**src/rtl/find_first_pkg.sv**
```systemverilog
`default_nettype none
// ============================================================================
// Module      : find_first_pkg
// Description : Shared constants and state encoding for the iterative
//               find-first scanner and its combinational helper.
// Revision    : 1.0 - initial release
// ============================================================================
package find_first_pkg;

  // Scan-order selector values for in_msb_first / msb_first.
  localparam logic SCAN_LSB_FIRST = 1'b0;
  localparam logic SCAN_MSB_FIRST = 1'b1;

  // Transaction state: IDLE waits for a mask, BUSY emits beats.
  typedef enum logic [0:0] {
    IDLE = 1'b0,
    BUSY = 1'b1
  } state_t;

endpackage : find_first_pkg
`default_nettype wire

```
**src/rtl/find_first_dir.sv**
```systemverilog
`default_nettype none
// ============================================================================
// Module      : find_first_dir
// Description : Combinational find-first-set with selectable scan order.
//               Returns the absolute index (0 = LSB) of the first set bit
//               encountered when scanning in the requested direction.
// Ports       : data_i    - vector to scan
//               msb_first - 1: highest set index, 0: lowest set index
//               data_o    - absolute index of the first set bit (0 if none)
//               found_o   - at least one bit of data_i is set
// Revision    : 1.0 - initial release
// ============================================================================
module find_first_dir
  import find_first_pkg::*;
#(
  parameter int DATA_WIDTH = 32,
  parameter int DATA_DEPTH = 5
) (
  input  logic [DATA_WIDTH-1:0] data_i,
  input  logic                  msb_first,
  output logic [DATA_DEPTH-1:0] data_o,
  output logic                  found_o
);

  // The loop walks away from the preferred end so the last assignment made
  // is the preferred match: ascending for MSB-first, descending for LSB-first.
  always_comb begin
    data_o  = '0;
    found_o = 1'b0;
    if (msb_first == SCAN_MSB_FIRST) begin
      for (int i = 0; i < DATA_WIDTH; i++) begin
        if (data_i[i]) begin
          data_o  = DATA_DEPTH'(i);
          found_o = 1'b1;
        end
      end
    end else begin
      for (int i = DATA_WIDTH - 1; i >= 0; i--) begin
        if (data_i[i]) begin
          data_o  = DATA_DEPTH'(i);
          found_o = 1'b1;
        end
      end
    end
  end

endmodule : find_first_dir
`default_nettype wire

```
**src/rtl/find_first_iter.sv**
```systemverilog
`default_nettype none
// ============================================================================
// Module      : find_first_iter
// Description : Iterative find-first. Accepts one mask per transaction and
//               emits, one beat per cycle, the index of every bit equal to
//               the requested target, in the requested scan order. Valid/
//               ready handshakes on both sides; back-to-back transactions
//               with no bubble.
// Ports       : clk, rst (async, active-high), flush (sync abort)
//               in_valid/in_ready/in_data/in_target/in_msb_first - mask input
//               out_valid/out_ready/out_idx/out_last/out_empty   - beat output
// Revision    : 1.0 - initial release
// ============================================================================
module find_first_iter
  import find_first_pkg::*;
#(
  parameter int DATA_WIDTH = 32,
  parameter int DATA_DEPTH = 5
) (
  input  logic                  clk,
  input  logic                  rst,
  input  logic                  flush,
  input  logic                  in_valid,
  output logic                  in_ready,
  input  logic [DATA_WIDTH-1:0] in_data,
  input  logic                  in_target,
  input  logic                  in_msb_first,
  output logic                  out_valid,
  input  logic                  out_ready,
  output logic [DATA_DEPTH-1:0] out_idx,
  output logic                  out_last,
  output logic                  out_empty
);

  localparam logic [DATA_WIDTH-1:0] c_one = {{(DATA_WIDTH-1){1'b0}}, 1'b1};

  state_t                  r_state, w_state_nxt;
  logic [DATA_WIDTH-1:0]   r_pend,  w_pend_nxt;
  logic                    r_dir,   w_dir_nxt;
  logic                    r_empty, w_empty_nxt;

  logic                    w_busy;
  logic [DATA_WIDTH-1:0]   w_match;
  logic [DATA_DEPTH-1:0]   w_first_idx;
  logic                    w_found;
  logic                    w_one_left;
  logic                    w_in_fire;
  logic                    w_out_fire;

  find_first_dir #(
    .DATA_WIDTH (DATA_WIDTH),
    .DATA_DEPTH (DATA_DEPTH)
  ) u_find_first_dir (
    .data_i    (r_pend),
    .msb_first (r_dir),
    .data_o    (w_first_idx),
    .found_o   (w_found)
  );

  assign w_busy     = (r_state == BUSY);
  assign w_match    = in_target ? in_data : ~in_data;
  // Exactly one pending bit means the current beat is the final one.
  assign w_one_left = (r_pend != '0) && ((r_pend & (r_pend - c_one)) == '0);

  // Outputs are driven from registers only and forced to zero in IDLE.
  assign out_valid  = w_busy;
  assign out_idx    = (w_busy && w_found) ? w_first_idx : '0;
  assign out_last   = w_busy && (r_empty || w_one_left);
  assign out_empty  = w_busy && r_empty;

  assign w_out_fire = out_valid && out_ready;
  // Accepting during the final beat gives back-to-back transactions; flush
  // blocks acceptance for its cycle.
  assign in_ready   = !flush && (!w_busy || (w_out_fire && out_last));
  assign w_in_fire  = in_valid && in_ready;

  always_comb begin
    w_state_nxt = r_state;
    w_pend_nxt  = r_pend;
    w_dir_nxt   = r_dir;
    w_empty_nxt = r_empty;
    if (flush) begin
      w_state_nxt = IDLE;
      w_pend_nxt  = '0;
      w_empty_nxt = 1'b0;
    end else if (w_in_fire) begin
      // in_fire only happens in IDLE or on the final beat, so the previous
      // transaction's residue can be overwritten outright.
      w_state_nxt = BUSY;
      w_pend_nxt  = w_match;
      w_dir_nxt   = in_msb_first;
      w_empty_nxt = (w_match == '0);
    end else if (w_out_fire) begin
      w_pend_nxt = r_pend & ~(c_one << out_idx);
      if (out_last) begin
        w_state_nxt = IDLE;
        w_empty_nxt = 1'b0;
      end
    end
  end

  always_ff @(posedge clk or posedge rst) begin
    if (rst) begin
      r_state <= IDLE;
      r_pend  <= '0;
      r_dir   <= SCAN_LSB_FIRST;
      r_empty <= 1'b0;
    end else begin
      r_state <= w_state_nxt;
      r_pend  <= w_pend_nxt;
      r_dir   <= w_dir_nxt;
      r_empty <= w_empty_nxt;
    end
  end

endmodule : find_first_iter
`default_nettype wire

```
**config.mk**
```make
export PLATFORM = sky130hd
export DESIGN_NAME = find_first_iter
export DESIGN_NICKNAME = d
export VERILOG_FILES = /design/src/rtl/find_first_pkg.sv /design/src/rtl/find_first_dir.sv /design/src/rtl/find_first_iter.sv
export SDC_FILE = /design/constraint.sdc
export NUM_CORES = 1
export LEC_CHECK = 0
export ABC_AREA = 1
export CORE_ASPECT_RATIO = 1.4
export CORE_MARGIN = 2
export CORE_UTILIZATION = 40
export CTS_CLUSTER_SIZE = 25
export DETAILED_ROUTE_END_ITERATION = 6
export SYNTH_ARGS = -nofsm -noshare
export SYNTH_HDL_FRONTEND = slang
export SYNTH_HIERARCHICAL = 1
export SYNTH_SLANG_ARGS = --single-unit
```
**constraint.sdc**
```tcl
create_clock -name clk -period 5.58 [get_ports clk]
set_clock_uncertainty 0.15 [all_clocks]
set_input_delay 0.837 -clock clk [delete_from_list [all_inputs] [get_ports clk]]
set_output_delay 0.837 -clock clk [all_outputs]
set_load 0.01 [all_outputs]
```
# --- Yosys cells after proc, flatten, opt, wreduce, memory -nomap -nowiden ---
# Cells that the tools add are included.
word_totals:
  reg_bits: 35
  input_bits: 39
  output_inout_bits: 9
  wordCells: 170
classes:
  add_sub_neg: 1
  n_shift: 1
  n_mux: 140
  bitwise_logic: 5
  n_reduce_logical: 19
op_table:
  columns: ["operator", "count"]
  rows:
  - ["5-bit 2-to-1 mux", 50]
  - ["32-bit 2-to-1 mux", 4]
  - ["1-bit 2-to-1 mux", 72]
  - ["32-bit bitwise AND", 2]
  - ["32-bit zero test", 2]
  - ["32-bit NOT", 2]
  - ["4-bit 2-to-1 mux", 8]
  - ["32-bit nonzero test", 1]
  - ["1-bit by 5-bit left shift with 32-bit output, first input constant", 1]
  - ["32-bit by 1-bit subtractor with 32-bit output, second input constant", 1]
  - ["3-bit 2-to-1 mux", 4]
  - ["1-bit logical AND", 8]
  - ["3-bit nonzero test", 2]
  - ["2-bit 2-to-1 mux", 2]
  - ["2-bit AND reduction", 2]
  - ["1-bit zero test", 2]
  - ["1-bit logical OR", 2]
  - ["1-bit NOT", 1]

# --- Depth between registers and ports, before layout ---
# Gate-level depths: netlist of run 1.
logic_depth:
  depth_word: 41
  ltp_mapped: 43
  depth_no_buf: 43

# --- By module ---
# Netlist of run 1, hierarchy kept.
modules_own_cells:
  columns: ["mod", "instances", "cells_per_inst", "area_each_um2", "seq_area_each_um2"]
  rows:
  - ["find_first_iter", 1, 597, 3454.6, 875.8]
  - ["find_first_dir", 1, 175, 782.0, 0.0]

# --- Worst setup path after synthesis of run 1 ---
# Ideal clock, no wire load.
synth_timing:
  path_type: "reg2out"
  startpoint: "reg r_pend[1]"
  endpoint: "out out_idx[0]"
  arrival_ps: 2050
  required_time_ps: 4593
  setup_slack_ps: 2543
  path_stages_with_launch: 35
  path_buffers: 0
  cell_sequence: "dfrtp_1 -> nand2_1 -> nand2_1 -> nand2_1 -> nand2_1 -> nand2_1 -> nand2_1 -> nand2_1 -> nand2_1 -> nand2_1 -> nand2_1 -> nand2_1 -> nand2_1 -> nand2_1 -> nand2_1 -> nand2_1 -> nand2_1 -> nand2_1 -> nand2_1 -> nand2_1 -> nand2_1 -> nand2_1 -> nand2_1 -> nand2_1 -> nand2_1 -> nand2_1 -> nand2_1 -> nand2_1 -> nand2_1 -> nand2_1 -> nand2_1 -> nand2_1 -> nand2_1 -> nand2_1 -> inv_1"
synth_via:
  word_cells_on_any_way: 70
  classes_between: "mux: 69; reduce/logical: 1"
synth_rtl:
  columns: ["element", "line", "text"]
  rows:
  - ["start: declaration", "find_first_iter.sv:38", "logic [DATA_WIDTH-1:0] r_pend, w_pend_nxt;"]
  - ["start signal: assignment", "find_first_iter.sv:110", "r_pend <= w_pend_nxt;"]
  - ["1-bit 2-to-1 mux", "find_first_dir.sv:32", "if (data_i[i]) begin"]
  - ["2-bit 2-to-1 mux (2 in series)", "find_first_dir.sv:32", null]
  - ["3-bit 2-to-1 mux (4 in series)", "find_first_dir.sv:32", null]
  - ["4-bit 2-to-1 mux (8 in series)", "find_first_dir.sv:32", null]
  - ["5-bit 2-to-1 mux (16 in series)", "find_first_dir.sv:32", null]
  - ["5-bit 2-to-1 mux (*)", "find_first_dir.sv:30", "if (msb_first == SCAN_MSB_FIRST) begin"]
  - ["named net w_first_idx[0]", "find_first_iter.sv:44", "logic [DATA_DEPTH-1:0] w_first_idx;"]
  - ["5-bit 2-to-1 mux (*)", "find_first_iter.sv:67", "assign out_idx = (w_busy && w_found) ? w_first_idx : '0;"]
  - ["end: declaration", "find_first_iter.sv:30", "output logic [DATA_DEPTH-1:0] out_idx,"]
# The timed path passes the listed nets; every way through them passes the cells marked *.

# --- Worst setup path in the final report of run 1 ---
layout_timing:
  startpoint: "reg r_pend[3]"
  endpoint: "out out_idx[4]"
layout_via:
  word_cells_on_any_way: 41
  classes_between: "mux: 40; reduce/logical: 1"
layout_rtl:
  columns: ["element", "line", "text"]
  rows:
  - ["5-bit 2-to-1 mux (4 in series)", "find_first_dir.sv:39", "if (data_i[i]) begin"]
  - ["5-bit 2-to-1 mux", "find_first_dir.sv:30", null]
  - ["named net w_first_idx[4]", "find_first_iter.sv:44", null]
  - ["5-bit 2-to-1 mux", "find_first_iter.sv:67", null]
# The timed path passes the listed nets, and every way through them passes these cells.

==> impl_metrics.json, run 1 <==
{
  "critical_path.top_delay_family": "simple AND/OR/NAND/NOR gates",
  "synth_top_area_cell": "nand2_1",
  "ant_nets": 0,
  "timing.critical_path.from": "r_pend[3]",
  "switching_share_pct": 45.4,
  "synth_top_family_by_area": "simple AND/OR/NAND/NOR gates",
  "fill_cells": 1177,
  "synth_compound_area_share_pct": 7.44,
  "path_class": "reg -> out",
  "status": "finished clean",
  "dieHeight_um": 126,
  "synth_cells": 772,
  "final-setup-viol-count": 0,
  "die_x_um": 91.0,
  "power.internal_w": 0.000704,
  "hold_path_class": "reg -> reg",
  "p_total_w": 0.00129,
  "cpPeakStageDelay_ns": 0.66,
  "wl_mm": 13.2,
  "final_area_um2": 4950,
  "clk_pin_slew_ns": 0.05,
  "vias": 4823,
  "synth.avg_cell_area_um2": 5.49,
  "r2r_setup_slack_ns": 1.96,
  "worstHoldStart": "r_empty",
  "max_cap_violations": 0,
  "grt_max_degree": 37,
  "antenna_found_initial": 0,
  "vdd_drop_max_mv": 0.135,
  "routedWlPerCell_um": 13.9,
  "cts_buffers": 5,
  "p_seq_share_pct": 24.8,
  "synth_area_leaders": "nand2_1 (29%), dfrtp_1 (21%), nor2_1 (8.9%), inv_1 (8.0%), nand4_1 (5.6%)",
  "path_max_fanout": 10,
  "drtIter0Drc": 246,
  "synth_cell_type_count": 31,
  "r2r_start": "r_pend[4]",
  "cts_setup_buffers": 0,
  "antenna_cells": 0,
  "syn-cell-area_um2": 4240,
  "yosys_warnings": 6,
  "syn2layout_area_growth_pct": 16.7,
  "cts_buffer_depth": 2,
  "required_ns": 4.59,
  "vias_per_cell": 5.09,
  "ios": 48,
  "synth_fa_ha_area_share_pct": 0,
  "yosysSeqAreaShare_pct": 20.7,
  "ys_ff_latch": 35,
  "clock.fmax_mhz": 237,
  "grt_use_total_pct": 23.7,
  "grt_overflow_total": 0,
  "synth_edf_count": 0,
  "synth_most_common_cell": "nand2_1",
  "ys.flop_type": "dfrtp_1",
  "arrival_ns": 3.24,
  "synthesis.nets": 811,
  "fin_cells": 947,
  "grt_pass1_wl_mm": 21.8,
  "cp.buffers_inverters": 4,
  "gp_congestion": 0.899,
  "path_cells": "nor2_1, inv_1, nor3_1, nand2_1, nor2_1, o21ai_0, inv_1, inv_1, nor2_1, clkdlybuf4s50_1",
  "hold_violations": 0,
  "worst_pin_slew_ns": 0.848,
  "synth-simple-area-share_pct": 50.5,
  "drc": 0,
  "critPathSlowestCell": "clkdlybuf4s50_1",
  "hold_buffers": 0,
  "worstSkewPairLatency_ns": 0.28,
  "fin_crit_ns": 4.22,
  "hpwl_mm": 10.4,
  "drt_first_pass_iters": 5,
  "start_kind": "flop",
  "synthTopCellsByCount": "nand2_1 (328), nor2_1 (101), inv_1 (90)",
  "power_frac_clock_pct": 22.6,
  "drive_gt1_share_pct": 4.57,
  "slew_viol_final": 0,
  "core_um2": 10300,
  "final_nets": 847,
  "synth_xor_area_share_pct": 6.62,
  "fin_setup_tns_ns": 0,
  "p_comb_share_pct": 52.5,
  "synthMuxAreaShare_pct": 0,
  "die-area_um2": 11400,
  "async_reset_ff_share_pct": 100,
  "period_share_pct": 75.7,
  "grt_pass1_vias": 4622,
  "relSlewSlack_pct": 43.3,
  "p_per_area_nw_per_um2": 260,
  "cts_tree": "done",
  "portBuffers": 47,
  "ctsResizeCount": 0,
  "yosysTopAreaCellShare_pct": 29.1,
  "initial_utilization_pct": 40.9,
  "end_kind": "primary output",
  "placed_cells": 939,
  "p_leak_nw": 2.92,
  "fp-row-count": 44,
  "dpl_cell_area_um2": 4790,
  "cts-htree-levels": 2,
  "cts_sinks": 35,
  "cts_root_buffer": "clkbuf_16",
  "p_sw_w": 0.000584,
  "rsz0062_at_grt": "no"
}
-- metrics by stage --
stage | hold slack, ns | setup slack (ns) | utilization, %
2_1_floorplan | 0.303 | 2.54 | -
3_3_place_gp | 0.323 | 1.63 | 46.3
3_5_place_dp | 0.323 | 1.66 | 46.3
4_1_cts | 0.337 | 1.35 | 47.8
5_1_grt | 0.352 | 0.909 | 47.8
6_report | 0.335 | 1.36 | 47.8
-- tightest hold or removal path, cell delays in order (launching register included) --
cell     delay, ns
dfrtp_1       0.34
nand2_1       0.05
o21ai_0       0.06
-- final cells by class --
cell class / count / area, µm² / share of cell area, %
tap: 138 / 173 / 3.49
clock buffer: 8 / 156 / 3.16
inverter: 108 / 502 / 10.1
sequential: 35 / 876 / 17.7
timing repair buffer: 52 / 503 / 10.2
multi-input combinational: 606 / 2740 / 55.3
-- kinds of logic after synthesis --
logic type	count (synthesis)
AOI/OAI and AO/OA	58
DFF	35
xor gates and xnor gates	32
buffers and inverters	131
and+or+nand+nor	516
-- routing by layer --
metal	GRT usage, %	share of wire (%)
met3	1.38	3.2
met5	0	0
met1	27.7	41
met4	10.5	3.1
met2	44.1	53
-- power groups by stage --
stage | Combinational (W) | Sequential [W] | Clock (W)
CTS | 0.000676 | 0.000319 | 0.000298
detailed placement | 0.000671 | 0.000323 | 0
finish | 0.000677 | 0.000319 | 0.000292
global placement | 0.000672 | 0.000322 | 0
global route | 0.000773 | 0.000323 | 0.000310
floorplan | 0.000495 | 0.000303 | 0
-- placed cells by master (no fill, tap or decap) --
cell             count
clkinv_1             2
o21ai_0             43
nor4_1               8
dfrtp_1             35
clkbuf_1             1
nand3_4              1
o21ai_1              1
a21oi_1              7
nor2_1             101
xnor2_1             22
inv_2                9
buf_2                1
nand2_1            328
buf_4                5
nand3_1             28
a21boi_0             2
bufinv_8             7
nor2_2               1
nor3_1               3
clkbuf_16            5
nand3b_1             3
a21oi_4              1
xor2_1              10
a31oi_1              2
or2_2                1
inv_1               90
nor2_4               2
nand2_2              2
o41ai_1              1
o21bai_1             1
clkdlybuf4s50_1     46
nand4_1             38
clkbuf_8             2
-- final timing paths --
kind,to,cells after the start
worst max-delay path,out_idx[4],10
worst min-delay path,r_empty,2
worst max register to register,r_pend[18],16
worst min register to register,r_empty,2
max in group asynchronous,r_pend[19],3
min in group asynchronous,r_pend[4],3
-- sequential cells by signal, summed over array words and instances (netlist names) --
name,cells
out_valid,1
r_dir,1
r_empty,1
r_pend,32
Note: power is estimated with default switching activity, not from simulation.
==> run 2, diff against run 1 <==
clock period = 3.64 ns   (was 5.58 ns; I/O delays follow)
==> run 2 against run 1 <==
Largest cell class unchanged. Total power is 67% higher. Register-to-register slack worse by 1.6 ns. Utilization grew 3.8 points. Wire length increased by 5.5%. Final cell count increased by 3.2%. Combinational power is 85% higher. Non-clock buffer count rose by 31. Design area grew 8.0%. Setup slack lost 1.2 ns. Global-route usage up 0.71 points. Sequential power up 46%. Hold slack better by 0.0059 ns.
==> impl_metrics.json, run 2 (synthesis results as in run 1) <==
{
  "final-setup-viol-count": 0,
  "required_ns": 2.94,
  "core_um2": 10300,
  "path_cells": "buf_4, nor2_1, nand2_1, nor2_1, inv_1, nor2_1, nand3_1, nand2_2, inv_1, nand2_2, clkinv_1, clkdlybuf4s50_1",
  "path_depth": 12,
  "gp_congestion": 0.927,
  "clock.fmax_mhz": 285,
  "vdd_drop_max_mv": 0.228,
  "timing.critical_path.from": "r_pend[14]",
  "end_kind": "primary output",
  "die_x_um": 91.0,
  "critical_path.top_delay_family": "simple AND/OR/NAND/NOR gates",
  "grt_overflow_total": 0,
  "vias_per_cell": 5.13,
  "crit_top_cell": "nor2_1",
  "cts_sinks": 35,
  "vias": 5009,
  "p_sw_w": 0.00100,
  "final_common_cell": "nand2_1",
  "wl_mm": 13.9,
  "r2r_end": "r_pend[28]",
  "status": "finished clean",
  "cp.buffers_inverters": 5,
  "cts_root_buffer": "clkbuf_16",
  "fill_cells": 1151,
  "r2r_start": "r_pend[5]",
  "final_nets": 878,
  "portBuffers": 47,
  "clk_pin_slew_ns": 0.06,
  "crit_path_end": "out_idx[3]",
  "antenna_cells": 0,
  "most-common-layout-cells": "nand2_1 (319), nor2_1 (95), inv_1 (86)",
  "critPathSlowestCell": "clkdlybuf4s50_1",
  "die-area_um2": 11400,
  "drt_first_pass_iters": 5,
  "p_leak_nw": 3.13,
  "hpwl_mm": 10.9,
  "antenna_found_initial": 0,
  "grt_use_total_pct": 24.4,
  "routedWlPerCell_um": 14.2,
  "arrival_ns": 2.81,
  "syn2layout_area_growth_pct": 26.1,
  "max_cap_violations": 0,
  "path_class": "reg -> out",
  "drive_gt1_share_pct": 12.6,
  "fp-row-count": 44,
  "p_per_area_nw_per_um2": 401,
  "grt_pass1_wl_mm": 22.4,
  "rsz0062_at_grt": "yes",
  "ios": 48,
  "hold_violations": 0,
  "largest_reg_flops": 32,
  "cts_buffer_depth": 2,
  "reg2reg_depth": 40,
  "relSlewSlack_pct": 61.9,
  "whs_path_depth": 2,
  "path_max_fanout": 9,
  "hold_path_class": "reg -> reg",
  "fin_crit_ns": 3.50,
  "r2r_setup_slack_ns": 0.35,
  "power.internal_w": 0.00114,
  "grt_max_degree": 36,
  "dieHeight_um": 126,
  "start_kind": "flop",
  "drc": 0,
  "cpPeakStageDelay_ns": 0.50,
  "fin_setup_tns_ns": 0,
  "grt_pass1_vias": 4754,
  "cts_buffers": 5,
  "p_seq_share_pct": 21.7,
  "cts-htree-levels": 2,
  "cts_tree": "done",
  "top_register": "r_pend",
  "switching_share_pct": 46.7,
  "drtIter0Drc": 268,
  "p_comb_share_pct": 58.3,
  "slew_viol_final": 0,
  "worstSkewPairLatency_ns": 0.28,
  "power_frac_clock_pct": 20.0,
  "fin_util_pct": 51.6,
  "worst_pin_slew_ns": 0.570,
  "initial_utilization_pct": 40.9,
  "period_share_pct": 96.3,
  "ant_nets": 0
}
[run 2: changes by cell type in the layout (fill, tap and decap cells not counted), sizes merged]
cell / before / now
clkinv: 2 / 3
dlygate4sd2: 0 / 1
clkbuf: 8 / 6
clkdlybuf4s50: 46 / 43
buf: 6 / 38
dlymetal6s2s: 0 / 1
[run 2: worst reg2reg max path: cells and delay by family (launching register included)]
family / cells / cell delay (ns)
AND/OR/NAND/NOR: 36 / 2.19
flip-flops: 1 / 0.39
buffers and inverters: 3 / 0.29
AO/OA/AOI/OAI: 1 / 0.15
[run 2: worst min-delay path by stage]
stage	startpoint	to	slack, ns
floorplan	r_empty	r_empty	0.30
finish	r_empty	r_empty	0.34
global route	r_empty	r_empty	0.39
global placement	r_empty	r_empty	0.33
detailed placement	r_empty	r_empty	0.33
CTS	r_empty	r_empty	0.34
[run 2: through the flow]
stage	hold slack [ns]	power, W	setup slack (ns)	instances	area (µm²)
final	0.341	0.00214	0.135	977	5340
after CTS	0.341	0.00202	0.0272	975	5170
after detailed placement	0.327	0.00158	0.0759	968	5020
after global placement	0.327	0.00158	0.0894	968	5020
after global routing	0.389	0.00231	-0.0843	977	5340
after floorplan	0.303	0.00122	0.703	772	4240
[run 2: per-layer routing]
layer | vias to the layer above | track usage [%] | part of all wire (%)
li1 | 2527 | - | -
met1 | 2325 | 28.4 | 41
met2 | 128 | 45.1 | 53
met3 | 29 | 1.97 | 2.8
met4 | 0 | 11.1 | 3.0
met5 | - | 0 | 0
[run 2: power groups by stage]
stage	Sequential (W)	Clock [W]	Combinational, W
after floorplan	0.000464	0	0.000759
after global placement	0.000469	0	0.00111
after detailed placement	0.000470	0	0.00111
after CTS	0.000464	0.000435	0.00112
after global routing	0.000470	0.000453	0.00139
final	0.000466	0.000429	0.00125
[run 2: area by class of cell]
| cell class | instances | area [µm²] | area share (%) |
|---|---|---|---|
| Clock buffer | 6 | 139 | 2.60 |
| Clock inverter | 1 | 5.00 | 0.0937 |
| Inverter | 108 | 504 | 9.44 |
| Multi-Input combinational cell | 606 | 2900 | 54.2 |
| Sequential cell | 35 | 877 | 16.4 |
| Tap cell | 138 | 173 | 3.23 |
| Timing Repair Buffer | 83 | 751 | 14.0 |
[run 2: what timing repair did]
item | CTS | global route
pin swaps | 0 | 8
buffers inserted | 0 | 2
hold buffers | 0 | 0
resized for setup | 4 | 72
setup endpoints to repair | 3 | 38
